File: src/rtl/uart_frame_ctrl_pkg.sv
// Shared definitions for the UART clock-control frame path.
// Holds the frame constants, the field bit positions (also used by uart_decode),
// the field limits, the frame-controller state encoding and the field range check.
package uart_frame_ctrl_pkg;

  localparam logic [7:0] HEADER      = 8'hA5;
  localparam int         FRAME_BYTES = 17;
  localparam int         FRAME_W     = FRAME_BYTES * 8;

  // LSB positions of fields inside the 136-bit frame.
  // Hour fields and minute/second fields are all 6 bits wide.
  localparam int MODE_LSB        = 120;
  localparam int ADJ_HOUR_LSB    = 96;
  localparam int ADJ_MIN_LSB     = 88;
  localparam int ADJ_SEC_LSB     = 80;
  localparam int ALARM1_HOUR_LSB = 72;
  localparam int ALARM1_MIN_LSB  = 64;
  localparam int ALARM1_SEC_LSB  = 56;
  localparam int ALARM2_HOUR_LSB = 48;
  localparam int ALARM2_MIN_LSB  = 40;
  localparam int ALARM2_SEC_LSB  = 32;
  localparam int ALARM3_HOUR_LSB = 24;
  localparam int ALARM3_MIN_LSB  = 16;
  localparam int ALARM3_SEC_LSB  = 8;

  localparam logic [5:0] MAX_HOUR   = 6'd23;
  localparam logic [5:0] MAX_MINSEC = 6'd59;

  typedef enum logic [1:0] {
    ST_IDLE  = 2'd0,
    ST_RECV  = 2'd1,
    ST_CHECK = 2'd2
  } frame_state_t;

  // Hours are stored 0..23 regardless of the 12/24-h display mode.
  function automatic logic range_ok(input logic [FRAME_W-1:0] f);
    logic ok;
    ok = 1'b1;
    if (f[ADJ_HOUR_LSB    +: 6] > MAX_HOUR)   ok = 1'b0;
    if (f[ALARM1_HOUR_LSB +: 6] > MAX_HOUR)   ok = 1'b0;
    if (f[ALARM2_HOUR_LSB +: 6] > MAX_HOUR)   ok = 1'b0;
    if (f[ALARM3_HOUR_LSB +: 6] > MAX_HOUR)   ok = 1'b0;
    if (f[ADJ_MIN_LSB     +: 6] > MAX_MINSEC) ok = 1'b0;
    if (f[ADJ_SEC_LSB     +: 6] > MAX_MINSEC) ok = 1'b0;
    if (f[ALARM1_MIN_LSB  +: 6] > MAX_MINSEC) ok = 1'b0;
    if (f[ALARM1_SEC_LSB  +: 6] > MAX_MINSEC) ok = 1'b0;
    if (f[ALARM2_MIN_LSB  +: 6] > MAX_MINSEC) ok = 1'b0;
    if (f[ALARM2_SEC_LSB  +: 6] > MAX_MINSEC) ok = 1'b0;
    if (f[ALARM3_MIN_LSB  +: 6] > MAX_MINSEC) ok = 1'b0;
    if (f[ALARM3_SEC_LSB  +: 6] > MAX_MINSEC) ok = 1'b0;
    return ok;
  endfunction

  function automatic logic [7:0] sat_inc8(input logic [7:0] v);
    return (v == 8'hFF) ? v : v + 8'd1;
  endfunction

endpackage

File: src/rtl/uart_frame_ctrl.sv
// uart_frame_ctrl: assembles UART RX bytes into the 17-byte clock control frame
// for uart_decode. Checks header, checksum, field ranges and inter-byte timeout,
// and only commits complete, good frames to o_frame.
//
// state | meaning
// IDLE  | waiting for a header byte; other bytes are dropped silently
// RECV  | collecting payload and checksum bytes, inter-byte timer running
// CHECK | one cycle: verify checksum and ranges, commit or discard
//
// Ports:
//   clk             system clock
//   rst_n           asynchronous reset, active-low
//   i_rx_data[7:0]  received byte
//   i_rx_valid      one-cycle strobe qualifying i_rx_data
//   o_frame[135:0]  last committed frame
//   o_frame_update  one-cycle pulse when o_frame takes a new value
//   o_busy          high while a frame is being collected or checked
//   o_err_chksum    one-cycle pulse, checksum mismatch
//   o_err_range     one-cycle pulse, field out of range
//   o_err_timeout   one-cycle pulse, inter-byte timeout
//   o_err_cnt[7:0]  saturating count of discarded frames
module uart_frame_ctrl
  import uart_frame_ctrl_pkg::*;
#(
  parameter int TIMEOUT_CYC = 500_000
) (
  input  logic         clk,
  input  logic         rst_n,
  input  logic [7:0]   i_rx_data,
  input  logic         i_rx_valid,
  output logic [135:0] o_frame,
  output logic         o_frame_update,
  output logic         o_busy,
  output logic         o_err_chksum,
  output logic         o_err_range,
  output logic         o_err_timeout,
  output logic [7:0]   o_err_cnt
);

  localparam int               TMO_W    = $clog2(TIMEOUT_CYC + 1);
  localparam logic [TMO_W-1:0] TMO_LOAD = TMO_W'(TIMEOUT_CYC - 1);
  localparam logic [4:0]       LAST_IDX = 5'(FRAME_BYTES - 1);

  frame_state_t       r_state;
  logic [135:0]       r_sreg;
  logic [4:0]         r_byte_cnt;
  logic [7:0]         r_sum;
  logic [TMO_W-1:0]   r_tmo;
  logic [135:0]       r_frame;
  logic               r_frame_update;
  logic               r_busy;
  logic               r_err_chksum;
  logic               r_err_range;
  logic               r_err_timeout;
  logic [7:0]         r_err_cnt;

  logic               w_hdr;

  assign w_hdr = i_rx_valid && (i_rx_data == HEADER);

  always_ff @(posedge clk or negedge rst_n) begin
    if (!rst_n) begin
      r_state        <= ST_IDLE;
      r_sreg         <= '0;
      r_byte_cnt     <= '0;
      r_sum          <= '0;
      r_tmo          <= '0;
      r_frame        <= '0;
      r_frame_update <= 1'b0;
      r_busy         <= 1'b0;
      r_err_chksum   <= 1'b0;
      r_err_range    <= 1'b0;
      r_err_timeout  <= 1'b0;
      r_err_cnt      <= '0;
    end else begin
      r_frame_update <= 1'b0;
      r_err_chksum   <= 1'b0;
      r_err_range    <= 1'b0;
      r_err_timeout  <= 1'b0;

      case (r_state)
        ST_IDLE, ST_CHECK: begin
          if (r_state == ST_CHECK) begin
            if (r_sreg[7:0] != r_sum) begin
              r_err_chksum <= 1'b1;
              r_err_cnt    <= sat_inc8(r_err_cnt);
            end else if (!range_ok(r_sreg)) begin
              r_err_range <= 1'b1;
              r_err_cnt   <= sat_inc8(r_err_cnt);
            end else begin
              r_frame        <= r_sreg;
              r_frame_update <= 1'b1;
            end
          end
          // The check cycle also accepts a new header, so frames can abut.
          if (w_hdr) begin
            r_sreg     <= {128'd0, i_rx_data};
            r_byte_cnt <= 5'd1;
            r_sum      <= '0;
            r_tmo      <= TMO_LOAD;
            r_state    <= ST_RECV;
            r_busy     <= 1'b1;
          end else begin
            r_state <= ST_IDLE;
            r_busy  <= 1'b0;
          end
        end

        ST_RECV: begin
          if (i_rx_valid) begin
            r_sreg     <= {r_sreg[127:0], i_rx_data};
            r_byte_cnt <= r_byte_cnt + 5'd1;
            r_tmo      <= TMO_LOAD;
            // r_byte_cnt is the index of the incoming byte; index 16 is the checksum.
            if (r_byte_cnt < LAST_IDX) r_sum <= r_sum + i_rx_data;
            if (r_byte_cnt == LAST_IDX) r_state <= ST_CHECK;
          end else if (r_tmo == '0) begin
            r_err_timeout <= 1'b1;
            r_err_cnt     <= sat_inc8(r_err_cnt);
            r_state       <= ST_IDLE;
            r_busy        <= 1'b0;
          end else begin
            r_tmo <= r_tmo - 1'b1;
          end
        end

        default: begin
          r_state <= ST_IDLE;
          r_busy  <= 1'b0;
        end
      endcase
    end
  end

  assign o_frame        = r_frame;
  assign o_frame_update = r_frame_update;
  assign o_busy         = r_busy;
  assign o_err_chksum   = r_err_chksum;
  assign o_err_range    = r_err_range;
  assign o_err_timeout  = r_err_timeout;
  assign o_err_cnt      = r_err_cnt;

endmodule

File: config.mk
export PLATFORM = sky130hd
export DESIGN_NAME = uart_frame_ctrl
export DESIGN_NICKNAME = d
export VERILOG_FILES = /design/src/rtl/uart_frame_ctrl_pkg.sv /design/src/rtl/uart_frame_ctrl.sv
export SDC_FILE = /design/constraint.sdc
export NUM_CORES = 1
export LEC_CHECK = 0
export ABC_CLOCK_PERIOD_IN_PS = 2400
export CAP_MARGIN = 20
export CORE_MARGIN = 3
export CORE_UTILIZATION = 50
export CTS_BUF_LIST = sky130_fd_sc_hd__clkbuf_16
export DETAILED_ROUTE_END_ITERATION = 8
export PLACE_DENSITY = 0.79
export SLEW_MARGIN = 10
export SYNTH_ARGS = -nofsm -noshare
export SYNTH_HDL_FRONTEND = slang
export SYNTH_SLANG_ARGS = --single-unit
File: constraint.sdc
create_clock -name clk -period 2.4 [get_ports clk]
set_input_delay 0.48 -clock clk [delete_from_list [all_inputs] [get_ports clk]]
set_output_delay 0.48 -clock clk [all_outputs]
set_load 0.01 [all_outputs]
==> results of run 1 <==
## cell families (layout without fill, tap and decap cells)
kind of cell               after synthesis  count (layout)  synth area share [%]
DFF                                    319             319                  61.6
adders and majority gates               12              12                  1.22
and+or+nand+nor                        542             542                  18.8
xor gates and xnor gates                37              37                  2.50
muxes                                  133             133                  11.5
buffers and inverters                   73             266                  2.30
AOI/OAI and AO/OA                       38              38                  2.09
## registers in the layout, summed over array words and instances, names as in the netlist
name	flops
o_err_chksum	1
o_err_range	1
r_state	2
r_sum	8
r_tmo	19
r_byte_cnt	5
o_busy	1
o_frame	136
o_frame_update	1
r_sreg	136
o_err_timeout	1
o_err_cnt	8
## timing repair
action,in CTS,in global routing
hold endpoints to repair,56,0
pin swaps,1,1
gates resized for setup,1,0
hold buffers,1,0
endpoints found under the setup margin,1,4
## layer usage
layer | vias to the layer above | track usage [%] | wire (um)
met5 | - | 0 | 0
met4 | 0 | 5.09 | 614
met3 | 49 | 4.11 | 1580
met2 | 264 | 34.2 | 14000
met1 | 4597 | 30.6 | 13500
li1 | 4224 | - | -
## worst paths after layout
| kind | start | to | slack, ns | cells past startpoint |
|---|---|---|---|---|
| worst max-delay path | r_tmo[15] | r_tmo[16] | 0.14 | 8 |
| worst min-delay path | o_err_cnt[6] | o_err_cnt[6] | 0.48 | 1 |
| worst max register to register | r_tmo[15] | r_tmo[16] | 0.14 | 8 |
| worst min register to register | o_err_cnt[6] | o_err_cnt[6] | 0.48 | 1 |
| max in group asynchronous | rst_n | o_frame[83] | 1.15 | 3 |
| min in group asynchronous | rst_n | o_err_chksum | 0.51 | 2 |
## through the flow
step                power [uW]  area [um^2]  cells
detailed placement       10400        15200   1618
finish                   15300        16200   1677
floorplan                 9120        13000   1154
CTS                      15400        16200   1677
global placement         10200        15200   1618
global route             16100        16200   1677
## critical path: stages, from the launching register on
cell,delay (ns)
dfrtp_1,0.44
or4_1,0.60
nor3_4,0.16
buf_4,0.16
a21oi_2,0.07
o21ai_4,0.15
buf_4,0.17
nor4_2,0.04
or3_1,0.35
## layout make-up
cell class | instances | area [um^2] | share of cell area (%)
clock buffers | 37 | 926 | 5.70
clock inverters | 21 | 119 | 0.732
inverters | 8 | 30.0 | 0.185
multi-input cells | 762 | 4720 | 29.1
flip-flops and latches | 319 | 7980 | 49.2
well taps | 330 | 413 | 2.54
repair buffers | 200 | 2040 | 12.6
## power by group through the flow
stage	logic, uW	registers (uW)	clock network [uW]
floorplan	1930	7190	0
global placement	2650	7550	0
detailed placement	2790	7580	0
CTS	2830	7500	5040
global route	3190	7660	5300
finish	2800	7520	4940
## layout by cell type (no fill, tap or decap), drive strengths merged, types with 5 or more instances in the layout
cell,synthesis,layout
and2,6,6
o21ai,12,12
nor4,5,5
nand3,142,142
inv,8,17
nand2,309,309
and3,5,5
buf,28,41
nor3,5,5
dfrtp,319,319
nor2,28,28
xnor2,20,20
a21oi,8,8
clkdlybuf4s50,0,158
clkinv,0,11
mux2,133,133
nand4,18,18
xor2,17,17
clkbuf,37,37
ha,11,11
nor2b,5,5
==> reports/metrics.cfg, run 1 <==
[pwr]
power_density_nw_per_um2=940
leakage_uw=0.00819
seq_power_share_pct=49.3
intPower_uw=10400
switching_share_pct=31.6
p_clk_share_pct=32.4
peakVddDrop_uv=502
p_comb_share_pct=18.3
switching_power_uw=4830

[layout]
syn2layout_area_growth_pct=25.2
antenna_cells=0
layout-drive-gt1-share_pct=17.6
fillCellCount=1907
fin_util_pct=64.1
nets=1349

[route]
drtPass1Iterations=5
drt-wirelength-per-cell_um=17.7
ant_nets=0
wl_um=29700
drtIter0Drc=803
drc_errors=0
via_count=9134
via_per_inst=5.45

[sta]
drv_slew=0
hold_viol_final=0
slew_headroom_pct=60.6
holdWs_ns=0.484
min_period_over_period_pct=94.0
timing.final.crit_period_ns=2.26
setup_viol=0
layout_setup_ws_ns=0.144
finClkSkew_ns=0.0224
setup-tns-final_ns=0
worst-slew-pin-transition_ns=0.591
clock.fmax_mhz=443
rsz0062_at_grt=false

[logic_synthesis]
yosys_warnings=0
ys_seq_elements=319
syn_nets=1177
synth_edf_count=0
post-synth-top-count-cell=dfrtp_1
syn-cell-area_um2=13000
ys.flop_type=dfrtp_1
yosys-top-cells-area=dfrtp_1 (62%), mux2_2 (12%), nand2_1 (8.9%)
ys_seq_area_share_pct=61.6
syn_area_per_cell_um2=11.2
yosysTopAreaCell=dfrtp_1
async_flop_share_pct=100
synth_common_cells=dfrtp_1 (319), nand2_1 (309), nand3_1 (142)
postSynthCellCount=1154
netlist.area_leader.share_pct=61.6
ys_types=53

[placement]
port_buffers=159
dp_slack_ns=-0.208
dp_hpwl_um=18800
place_congestion=0.894

[die]
die_area_um2=27900
num_rows=58
die_w_um=167
die_h_um=167
core-area_um2=25300
start_util_pct=51.2
ios=160

[cts]
cts_buffers=35
htreeDepth=2
cts_root_buf=clkbuf_16
cts_tree=yes
clkTransAtPathRegs_ns=0.05
clock_latency_ns=0.51
cts_setup_buffers=0
cts_sinks=319
clockBufferDepth=3

[global_routing]
globalRoute.totalOverflow=0
grt_max_degree=85
grt_pass1_wl_um=49500
antenna_found_initial=0
track_usage_pct=21.4
grt_pass1_vias=9390

[status]
status=completed

[worst_setup_path]
cp_data_arrival_time_ns=2.64
cp-end-kind=flop
path_class=reg -> reg
required_ns=2.78
cp-start-kind=flop
crit_fanout=6

[hold_path]
hp-class=reg -> reg

[job]
cap_viol_max_count=0

(Power assumes the default switching activity.)
==> run 2: changes to the inputs <==
PLACE_DENSITY = 0.74   (was 0.79)
SKIP_LAST_GASP = 1   (was unset)
==> run 2 against run 1 <==
Effect of this change:
- clock skew decreased by 0.0033 ns
- critical endpoint is now r_tmo[2]
- critical path depth increased by 1
- register-to-register slack got worse by 0.02 ns
- setup slack got worse by 0.018 ns
- hold slack improved by 0.0012 ns
- wire length decreased by 0.84%
- non-clock buffer count increased by 1
- sequential power about the same
- highest routed layer unchanged
- critical path type unchanged
==> reports/metrics.cfg, run 2 (same netlist as run 1, synthesis figures left out) <==
[global_routing]
globalRoute.totalOverflow=0
grt_pass1_wl_um=49600
grt_pass1_vias=9382
antenna_found_initial=0
track_usage_pct=21.5
grt_max_degree=106

[sta]
finClkSkew_ns=0.0191
setup_viol=0
min_period_over_period_pct=94.8
worst-slew-pin-transition_ns=0.608
rsz0062_at_grt=false
holdWs_ns=0.485
slew_headroom_pct=59.5
hold_viol_final=0
timing.final.crit_period_ns=2.27
drv_slew=0
layout_setup_ws_ns=0.126
clock.fmax_mhz=440

[route]
via_per_inst=5.37
via_count=9003
drc_errors=0
drt-wirelength-per-cell_um=17.6
drtPass1Iterations=5
ant_nets=0
wl_um=29400
drtIter0Drc=752

[worst_setup_path]
max_stage_delay_ns=0.40
required_ns=2.81
cp-end-kind=flop
path_cells=inv_1 -> ha_1 -> or3b_4 -> nor4_4 -> a21oi_2 -> buf_4 -> or2_4 -> and3_1 -> o21ai_1
path_class=reg -> reg
critPathSlowestCell=or3b_4
r2r_slack_ns=0.13
crit_fanout=8
cp_data_arrival_time_ns=2.68
reg2reg_from=r_tmo[0]
cp-start-kind=flop
critPathCapture=r_tmo[2]
reg2reg_depth=9
crit_start=r_tmo[0]
r2r-end=r_tmo[2]

[layout]
fillCellCount=1992
layout_commonest_cell=dfrtp_1
antenna_cells=0
mostFrequentLayoutCells=dfrtp_1 (319), nand2_1 (307), clkdlybuf4s50_1 (158), nand3_1 (141), mux2_2 (133)
syn2layout_area_growth_pct=25.2
nets=1349
fin_cells=1675
design_area_um2=16200
layout-drive-gt1-share_pct=17.9

[status]
status=completed

[pwr]
finalPower_uw=15200
peakVddDrop_uv=463
power_density_nw_per_um2=938
leakage_uw=0.00818

[placement]
dp_hpwl_um=18800
dpl.cell_count=1618
port_buffers=159
dp_slack_ns=-0.138
place_congestion=0.865
place_area_um2=15200

[cts]
clkTransAtPathRegs_ns=0.06
cts_sinks=319
cts_root_buf=clkbuf_16
clock_latency_ns=0.50
cts_tree=yes
clockBufferDepth=3
cts_buffers=34
htreeDepth=2

[die]
core-area_um2=25300
start_util_pct=51.2
num_rows=58
die_area_um2=27900
die_w_um=167
die_h_um=167
ios=160

[job]
cap_viol_max_count=0

[hold_path]
hp-class=reg -> reg

run 2: worst min-delay path by stage:
stage / startpoint / to / depth (start not counted)
2_1_floorplan: rst_n / o_busy / 0
4_1_cts: o_busy / o_busy / 2
3_5_place_dp: o_frame[53] / o_frame[53] / 1
3_3_place_gp: o_frame[101] / o_frame[101] / 1
6_report: o_frame[77] / o_frame[77] / 1
5_1_grt: o_frame[53] / o_frame[53] / 1
run 2: area by class of cell:
class	count	area (um^2)	share of cell area, %
Multi-Input combinational cell	762	4720	29.1
Clock inverter	20	175	1.08
Clock buffer	35	876	5.39
Sequential cell	319	7980	49.2
Timing Repair Buffer	201	2040	12.6
Inverter	8	30.0	0.185
Tap cell	330	413	2.54
run 2: what timing repair did:
item,in CTS,in global routing
buffers inserted,0,1
hold buffers,1,0
endpoints found under the setup margin,0,7
endpoints found under the hold margin,25,0
gates resized for setup,0,2
run 2: where the power goes:
part	switching [uW]	internal, uW	leakage, uW	total [uW]
clock	2030	2960	0.000543	4980
combinational	1620	1130	0.00334	2750
sequential	1070	6430	0.00430	7500
total	4710	10500	0.00818	15200
run 2: stage by stage:
stage	util (%)	TNS (ns)
floorplan	-	0
global placement	59.9	-0.250
detailed placement	59.9	-0.709
CTS	64.1	0
global route	64.1	0
finish	64.1	0
run 2: critical path: cells and delay by family, from the launching register on:
kind	cells	cell delay, ns
AND/OR/NAND/NOR	4	1.15
flip-flops	1	0.39
buffers and inverters	2	0.25
AO/OA/AOI/OAI	2	0.24
adder cells (fa/ha/maj)	1	0.15
run 2: per-layer routing:
metal	GRT usage, %	vias to the layer above	wire length [um]
met3	3.80	38	1580
met5	0	-	0
li1	-	4218	-
met2	34.4	215	13900
met1	31.1	4532	13400
met4	4.88	0	500
==> run 3: changes to the inputs <==
ABC_CLOCK_PERIOD_IN_PS = 2900   (was 2400)
CAP_MARGIN = 0   (was 20)
CORE_UTILIZATION = 60   (was 50)
PLACE_DENSITY = 0.89   (was 0.74)
clock period = 2.9 ns   (was 2.4 ns; I/O delays follow)
==> run 3 against run 2 <==
Effect of this change:
- flip-flop and latch count did not move
- sequential share of layout area increased by 0.50 points
- global-route usage increased by 5.3 points
- count of clock-buffer cells in the layout shrank 1
- critical path type unchanged
- highest routed layer unchanged
==> reports/metrics.cfg, run 3 (same netlist as run 1, synthesis figures left out) <==
[status]
status=completed

[global_routing]
globalRoute.totalOverflow=0
grt_pass1_vias=9541
antenna_found_initial=0
grt_pass1_wl_um=51000
grt_max_degree=137
track_usage_pct=26.8

[cts]
cts_root_buf=clkbuf_16
hold_buffers=0
cts_buffers=34
clock_latency_ns=0.52
clockBufferDepth=3
cts_setup_buffers=0
cts-resized-gates=0
htreeDepth=2
cts_tree=yes
clkTransAtPathRegs_ns=0.06
cts_sinks=319

[placement]
dpl.cell_count=1545
dp_hpwl_um=19100
port_buffers=159
place_area_um2=15000
dp_slack_ns=0.127
place_congestion=0.872

[sta]
min_period_over_period_pct=87.8
setup_viol=0
drv_slew=0
slew_headroom_pct=42.9
finClkSkew_ns=0.0182
layout_setup_ws_ns=0.355
hold_viol_final=0
clock.fmax_mhz=393
worst-slew-pin-transition_ns=0.856
setup-tns-final_ns=0
timing.final.crit_period_ns=2.54
rsz0062_at_grt=false

[layout]
fin_cells=1605
antenna_cells=0
multiInputGateArea_um2=4720
fillCellCount=1326
design_area_um2=16100
nets=1329
seqCellArea_um2=7980
syn2layout_area_growth_pct=24.0
fin_util_pct=76.0
layout-drive-gt1-share_pct=16.8
layout_commonest_cell=dfrtp_1
mostFrequentLayoutCells=dfrtp_1 (319), nand2_1 (307), clkdlybuf4s50_1 (158), nand3_1 (141), mux2_2 (133)

[die]
start_util_pct=61.3
core-area_um2=21200
die_w_um=153
num_rows=53
die_area_um2=23400
ios=160
die_h_um=153

[pwr]
power_density_nw_per_um2=800
p_clk_share_pct=33.9
peakVddDrop_uv=532
switching_power_uw=4070
seq_power_share_pct=48.7
intPower_uw=8780
leakage_uw=0.00810
p_comb_share_pct=17.5
switching_share_pct=31.7

[worst_setup_path]
r2r-end=r_tmo[16]
reg2reg_from=r_tmo[0]
reg2reg_depth=9
required_ns=3.29
cp-start-kind=flop
cp_data_arrival_time_ns=2.94
r2r_slack_ns=0.36
crit_fanout=9
cp-end-kind=flop
path_class=reg -> reg

[route]
ant_nets=0
drtIter0Drc=704
via_count=9244
drc_errors=0
wl_um=30900
drtPass1Iterations=5
via_per_inst=5.76
drt-wirelength-per-cell_um=19.2

[job]
cap_viol_max_count=0

[hold_path]
hp-class=in -> async

run 3: changes by cell type in the layout (fill, tap and decap cells not counted), moves of 2 or more:
cell and delta:
clkinv_1 +2, bufinv_16 +2, clkinv_4 -2, buf_4 -19
run 3: area by class of cell:
class | count | area share (%)
clock buffers | 34 | 5.29
clock inverters | 26 | 1.63
inverters | 8 | 0.187
multi-input cells | 762 | 29.3
flip-flops and latches | 319 | 49.7
well taps | 275 | 2.14
repair buffers | 181 | 11.7
run 3: power groups by stage:
| stage | Sequential [uW] | Combinational [uW] | Clock [uW] |
|---|---|---|---|
| 2_1_floorplan | 5950 | 1590 | 0 |
| 3_3_place_gp | 6240 | 2140 | 0 |
| 3_5_place_dp | 6280 | 2240 | 0 |
| 4_1_cts | 6230 | 2270 | 4420 |
| 5_1_grt | 6370 | 2570 | 4600 |
| 6_report | 6260 | 2250 | 4350 |
run 3: worst max path at each step:
stage / to / cells past startpoint / start
final: r_tmo[16] / 9 / r_tmo[0]
after global placement: r_sum[6] / 9 / i_rx_data[0]
after CTS: r_tmo[16] / 9 / r_tmo[0]
after floorplan: r_tmo[16] / 8 / r_tmo[0]
after global routing: o_err_cnt[5] / 8 / r_tmo[0]
after detailed placement: r_sum[6] / 9 / i_rx_data[0]
run 3: stage by stage:
| stage | total power (uW) | hold slack (ns) |
|---|---|---|
| after detailed placement | 8520 | 0.471 |
| after CTS | 12900 | 0.0654 |
| final | 12900 | 0.0352 |
| after floorplan | 7540 | 0.284 |
| after global placement | 8370 | 0.469 |
| after global routing | 13500 | 0.0831 |
run 3: critical path, stage by stage, from the launching register on:
cell and delay (ns):
dfrtp_1 0.40, inv_1 0.06, ha_1 0.19, or3b_2 0.51, nor4_4 0.36, a21oi_2 0.20
o21ai_4 0.16, buf_4 0.15, nor4_2 0.04, or3_1 0.34
run 3: routing by layer:
metal / part of all wire, % / GRT usage (%) / up-vias
met5: 0 / 0 / -
met4: 2.3 / 7.85 / 0
met3: 6.1 / 5.29 / 51
met2: 49 / 42.9 / 301
met1: 43 / 37.9 / 4704
li1: - / - / 4188
